**config.mk**
```make
export PLATFORM = sky130hd
export DESIGN_NAME = param_circular_fifo
export DESIGN_NICKNAME = d
export VERILOG_FILES = /design/src/rtl/fifo_pkg.sv /design/src/rtl/fifo_ptr.sv /design/src/rtl/param_circular_fifo.sv
export SDC_FILE = /design/constraint.sdc
export NUM_CORES = 1
export LEC_CHECK = 0
export ABC_AREA = 1
export CORE_ASPECT_RATIO = 1.2
export CORE_MARGIN = 1.5
export CORE_UTILIZATION = 50
export CTS_CLUSTER_DIAMETER = 200
export DETAILED_ROUTE_END_ITERATION = 8
export PLACE_DENSITY = 0.7
export SLEW_MARGIN = 20
export SYNTH_ARGS = -nofsm -noshare
export SYNTH_HDL_FRONTEND = slang
export SYNTH_SLANG_ARGS = --single-unit
```
**constraint.sdc**
```tcl
create_clock -name clk -period 2.7 [get_ports clk]
set_input_delay 0.54 -clock clk [delete_from_list [all_inputs] [get_ports clk]]
set_output_delay 0.54 -clock clk [all_outputs]
set_load 0.01 [all_outputs]
```
**src/rtl/fifo_pkg.sv**
```systemverilog
// Shared helpers for param_circular_fifo: pointer sizing and parameter legality checks.
package fifo_pkg;

    function automatic int ptr_width(input int depth);
        return $clog2(depth) + 1;
    endfunction

    function automatic bit is_pow2(input int value);
        return (value >= 2) && ((value & (value - 1)) == 0);
    endfunction

    // Legal when DEPTH is a power of two, AF_THRESH in 1..DEPTH, AE_THRESH in 0..DEPTH-1.
    function automatic bit params_ok(input int depth, input int af_thresh, input int ae_thresh);
        return is_pow2(depth) &&
               (af_thresh >= 1) && (af_thresh <= depth) &&
               (ae_thresh >= 0) && (ae_thresh <= depth - 1);
    endfunction

endpackage

```
**src/rtl/fifo_ptr.sv**
```systemverilog
// Wrap-bit FIFO pointer: PTRWID-bit counter split into entry index and wrap bit.
module fifo_ptr #(
    parameter int PTRWID = 4
) (
    input  logic              i_clk,
    input  logic              i_rst_n,
    input  logic              i_inc,
    output logic [PTRWID-1:0] o_ptr,
    output logic [PTRWID-2:0] o_idx,
    output logic              o_wrap
);

    logic [PTRWID-1:0] r_ptr;

    always_ff @(posedge i_clk or negedge i_rst_n) begin
        if (!i_rst_n) begin
            r_ptr <= '0;
        end else if (i_inc) begin
            r_ptr <= r_ptr + PTRWID'(1);
        end
    end

    assign o_ptr  = r_ptr;
    assign o_idx  = r_ptr[PTRWID-2:0];
    assign o_wrap = r_ptr[PTRWID-1];

endmodule

```
**src/rtl/param_circular_fifo.sv**
```systemverilog
// Single-clock circular FIFO with count, threshold flags, sticky error flags and
// selectable first-word-fall-through or registered read output.
module param_circular_fifo
    import fifo_pkg::*;
#(
    parameter int WIDTH     = 8,
    parameter int DEPTH     = 8,
    parameter int PTRWID    = ptr_width(DEPTH),
    parameter int AF_THRESH = DEPTH - 1,
    parameter int AE_THRESH = 1,
    parameter int FWFT      = 1
) (
    input  logic              clk,
    input  logic              rst,
    input  logic              push,
    input  logic              pop,
    input  logic [WIDTH-1:0]  data_in,
    input  logic              clr_err,
    output logic [WIDTH-1:0]  data_out,
    output logic              out_valid,
    output logic              full,
    output logic              empty,
    output logic              almost_full,
    output logic              almost_empty,
    output logic [PTRWID-1:0] count,
    output logic              overflow,
    output logic              underflow
);

    if (!params_ok(DEPTH, AF_THRESH, AE_THRESH) || (PTRWID != ptr_width(DEPTH))) begin : g_param_check
        $error("param_circular_fifo: illegal DEPTH/AF_THRESH/AE_THRESH/PTRWID combination");
    end

    logic [PTRWID-1:0] w_wr_ptr;
    logic [PTRWID-1:0] w_rd_ptr;
    logic [PTRWID-2:0] w_wr_idx;
    logic [PTRWID-2:0] w_rd_idx;
    logic              w_wr_wrap;
    logic              w_rd_wrap;
    logic              w_empty;
    logic              w_full;
    logic              w_pop_acc;
    logic              w_push_acc;
    logic [PTRWID-1:0] w_count;

    logic [WIDTH-1:0]  r_mem [DEPTH];
    logic              r_overflow;
    logic              r_underflow;

    fifo_ptr #(.PTRWID(PTRWID)) u_wr_ptr (
        .i_clk   (clk),
        .i_rst_n (rst),
        .i_inc   (w_push_acc),
        .o_ptr   (w_wr_ptr),
        .o_idx   (w_wr_idx),
        .o_wrap  (w_wr_wrap)
    );

    fifo_ptr #(.PTRWID(PTRWID)) u_rd_ptr (
        .i_clk   (clk),
        .i_rst_n (rst),
        .i_inc   (w_pop_acc),
        .o_ptr   (w_rd_ptr),
        .o_idx   (w_rd_idx),
        .o_wrap  (w_rd_wrap)
    );

    assign w_empty    = (w_wr_ptr == w_rd_ptr);
    assign w_full     = (w_wr_idx == w_rd_idx) && (w_wr_wrap != w_rd_wrap);
    assign w_count    = w_wr_ptr - w_rd_ptr;
    assign w_pop_acc  = pop & ~w_empty;
    // A pop in the same cycle frees the slot, so a full FIFO still takes the push.
    assign w_push_acc = push & (~w_full | w_pop_acc);

    always_ff @(posedge clk or negedge rst) begin
        if (!rst) begin
            for (int unsigned i = 0; i < DEPTH; i++) begin
                r_mem[i] <= '0;
            end
        end else if (w_push_acc) begin
            r_mem[w_wr_idx] <= data_in;
        end
    end

    // Clear first so that a same-cycle error set takes priority.
    always_ff @(posedge clk or negedge rst) begin
        if (!rst) begin
            r_overflow  <= 1'b0;
            r_underflow <= 1'b0;
        end else begin
            if (clr_err) begin
                r_overflow  <= 1'b0;
                r_underflow <= 1'b0;
            end
            if (push && w_full && !w_pop_acc) begin
                r_overflow <= 1'b1;
            end
            if (pop && w_empty) begin
                r_underflow <= 1'b1;
            end
        end
    end

    assign empty        = w_empty;
    assign full         = w_full;
    assign count        = w_count;
    assign almost_full  = (w_count >= PTRWID'(AF_THRESH));
    assign almost_empty = (w_count <= PTRWID'(AE_THRESH));
    assign overflow     = r_overflow;
    assign underflow    = r_underflow;

    if (FWFT != 0) begin : g_fwft
        assign data_out  = r_mem[w_rd_idx];
        assign out_valid = ~w_empty;
    end else begin : g_registered
        logic [WIDTH-1:0] r_data_out;
        logic             r_out_valid;

        always_ff @(posedge clk or negedge rst) begin
            if (!rst) begin
                r_data_out  <= '0;
                r_out_valid <= 1'b0;
            end else begin
                r_out_valid <= w_pop_acc;
                if (w_pop_acc) begin
                    r_data_out <= r_mem[w_rd_idx];
                end
            end
        end

        assign data_out  = r_data_out;
        assign out_valid = r_out_valid;
    end

endmodule

```
==> results.yml <==
yosys:
  synth_edf_count: 0
  netlist_area_sq_um: 4060
  post-synth-top-area-cell: "dfrtp_1"
  syn_inst: 520
  synth_common_cells: "180 x nand2_1, 74 x dfrtp_1, 65 x nand4_1, 59 x nor2_1, 26 x o21ai_0"
  syn-num-nets: 539
  yosysTopAreaCellShare_pct: 45.6
  yosys.cell_types.count: 27
  synth-seq-area-share_pct: 45.6
  synth_flop_cell: "dfrtp_1"
  ys_warn_count: 0
  synth_seq_cells: 74
  avgSynthCellArea_sq_um: 7.82
  synth_most_common_cell: "nand2_1"
  yosys-top-cells-area: "dfrtp_1 46%, nand2_1 17%, nand4_1 10%"
  async_reset_ff_share_pct: 100
timing:
  fmax_mhz: 381
  hold_viol: 0
  drv_slew: 0
  setup_viol: 0
  rsz0062_at_grt: "false"
  relSlewSlack_pct: 65.1
  fin_tns_setup_ns: 0
  min_period_ns: 2.62
  finClkSkew_ns: 0.0115
  period_share_pct: 97.2
  worst_slew_pin_slew_ns: 0.523
  fin_ws_ns: 0.0766
route:
  ant_nets: 0
  routed_via_density: 6.00
  routedWlPerCell_um: 17.5
  num_vias: 3828
  initialDrtViolationCount: 329
  first_pass_iters: 7
  wirelength_um: 11100
  drc: 1
critical_path:
  rr_worst_depth: 9
  slowest_stage: "clkdlybuf4s50_1"
  cpLargestDelayFamily: "buffers and inverters"
  start_kind: "register"
  crit_top_cell: "nand2_1"
  r2r_slack_ns: 0.58
  crit-reg2reg-launch: "u_rd_ptr.o_ptr[1]$_DFFE_PN0P_"
  worst-path-max-fanout: 18
  r2r-end: "r_mem[22]$_DFFE_PN0P_"
  cp_num_cells: 8
  cp_num_buf_inv: 4
  crit_path_start: "u_rd_ptr.o_ptr[0]$_DFFE_PN0P_"
  crit_path_max_incr_delay_ns: 0.53
  arrival_ns: 2.08
  end_kind: "output port"
  crit_path_end: "data_out[7]"
  worst_ep_required_time_ns: 2.16
  path_class: "reg -> out"
  crit_chain: "buf_12, inv_4, buf_6, nor2_1, o21ai_1, nand2_1, nand2_1, clkdlybuf4s50_1"
die:
  start_util_pct: 52.1
  die_x_um: 85.3
  core_area_sq_um: 7790
  die-area_sq_um: 8680
  io_pins: 32
  rows: 35
  die_h_um: 102
global_route:
  top_usage_layer: "met2"
  grt_util_met3_pct: 3.75
  grt_start_max_net_pins: 77
  use_met2_pct: 43.7
  antenna_found_initial: 0
  grt_overflow: 0
  use_met1_pct: 37.0
  grt.total_usage_pct: 27.4
  grt_pass1_wl_um: 18500
  grt_pass1_vias: 3653
cells_and_area:
  fin_util_pct: 60.0
  drive_gt1_share_pct: 13.0
  multi_input_area_sq_um: 1960
  fin_area_sq_um: 4680
  antenna_cells: 0
  fin_nets: 561
  fin_cells: 638
  syn_to_final_growth_pct: 15.1
  ff_latch_area_sq_um: 1850
  fillerInstances: 706
clock_tree:
  clk_root_buffer_cell: "clkbuf_8"
  cts_tree: "done"
  clockBufferDepth: 2
  clkTransAtPathRegs_ns: 0.08
  hold_buffers: 0
  clock_latency_ns: 0.35
  cts_sinks: 74
  cts_max_level: 3
  cts-buffers-inserted: 9
pwr:
  power.density_nw_per_um2: 1320
  ir_worst_vdd_mv: 0.539
  power.leakage_nw: 2.33
placed_design:
  globalplace.congestion: 0.865
  placed_cells: 620
  placed_area_sq_um: 4390
  dp_slack_ns: 0.183
  port-buffer-count: 31
  hpwl_um: 7380
status:
  status: "finished with violations"
  violations: "DRC"
job:
  cap_violations: 0
hold_path:
  hold_class: "in -> async"
-- final cells by class --
class	count	area share (%)
timing repair buffer	47	10.6
sequential	74	39.6
multi-input combinational	394	42.0
tap	92	2.46
inverter	16	1.39
clock buffer	9	2.65
clock inverter	6	1.26
-- how the worst min path moves through the flow --
stage                               start                    end  slack (ns)  cells after the start
floorplan                             rst   overflow$_DFFE_PN0P_        0.24                      0
global placement    r_mem[16]$_DFFE_PN0P_  r_mem[16]$_DFFE_PN0P_        0.45                      2
detailed placement   r_mem[7]$_DFFE_PN0P_   r_mem[7]$_DFFE_PN0P_        0.45                      2
CTS                                   rst  r_mem[32]$_DFFE_PN0P_        0.16                      1
global route                          rst  r_mem[44]$_DFFE_PN0P_        0.19                      1
finish                                rst  r_mem[40]$_DFFE_PN0P_        0.15                      1
-- power by group --
group          total, mW  internal (mW)  switching [mW]
Sequential          1.98           1.62           0.361
Combinational       3.38           1.41            1.97
Clock              0.830          0.417           0.413
-- kinds of logic after synthesis --
kind of cell	Yosys count	share of synthesized area [%]
AOI/OAI and AO/OA	48	5.94
xor gates and xnor gates	6	1.29
adders and majority gates	6	2.03
buffers and inverters	52	7.05
DFF	74	45.6
and+or+nand+nor	334	38.1
-- flip-flops by register name, summed over array words and instances, names as in the netlist --
name and flops:
r_mem 64, u_rd_ptr.o_ptr 4, u_wr_ptr.o_ptr 4, overflow 1, underflow 1
-- repair_timing --
item,4_1_cts,5_1_grt
setup endpoints to repair,12,11
cloned,0,1
endpoints found under the hold margin,0,0
buffers inserted,0,2
resized for setup,11,13
pin swaps,0,3
-- cell usage in the layout, fill, tap and decap left out, types with 6 or more instances in the layout --
master | Yosys | layout
buf_4 | 2 | 9
clkdlybuf4s50_1 | 0 | 23
nand3_1 | 8 | 7
nand2_1 | 180 | 180
dfrtp_1 | 74 | 72
o21ai_1 | 20 | 19
nand4_1 | 65 | 65
nor2_2 | 7 | 7
inv_1 | 7 | 7
nand3_2 | 5 | 6
nor2_1 | 59 | 58
o21ai_0 | 26 | 26
clkbuf_8 | 0 | 9
inv_2 | 8 | 6
-- routing by layer --
metal  part of all wire, %  wire length (um)
met5                     0                 0
met1                    41              4590
met4                   4.1               451
met3                   5.5               610
met2                    49              5490
-- per-stage QoR --
stage	hold slack (ns)	power, mW
floorplan	0.244	3.96
global placement	0.451	5.13
detailed placement	0.455	5.21
CTS	0.164	6.06
global route	0.189	6.68
finish	0.150	6.19
Power figures use the tool's default switching activity.
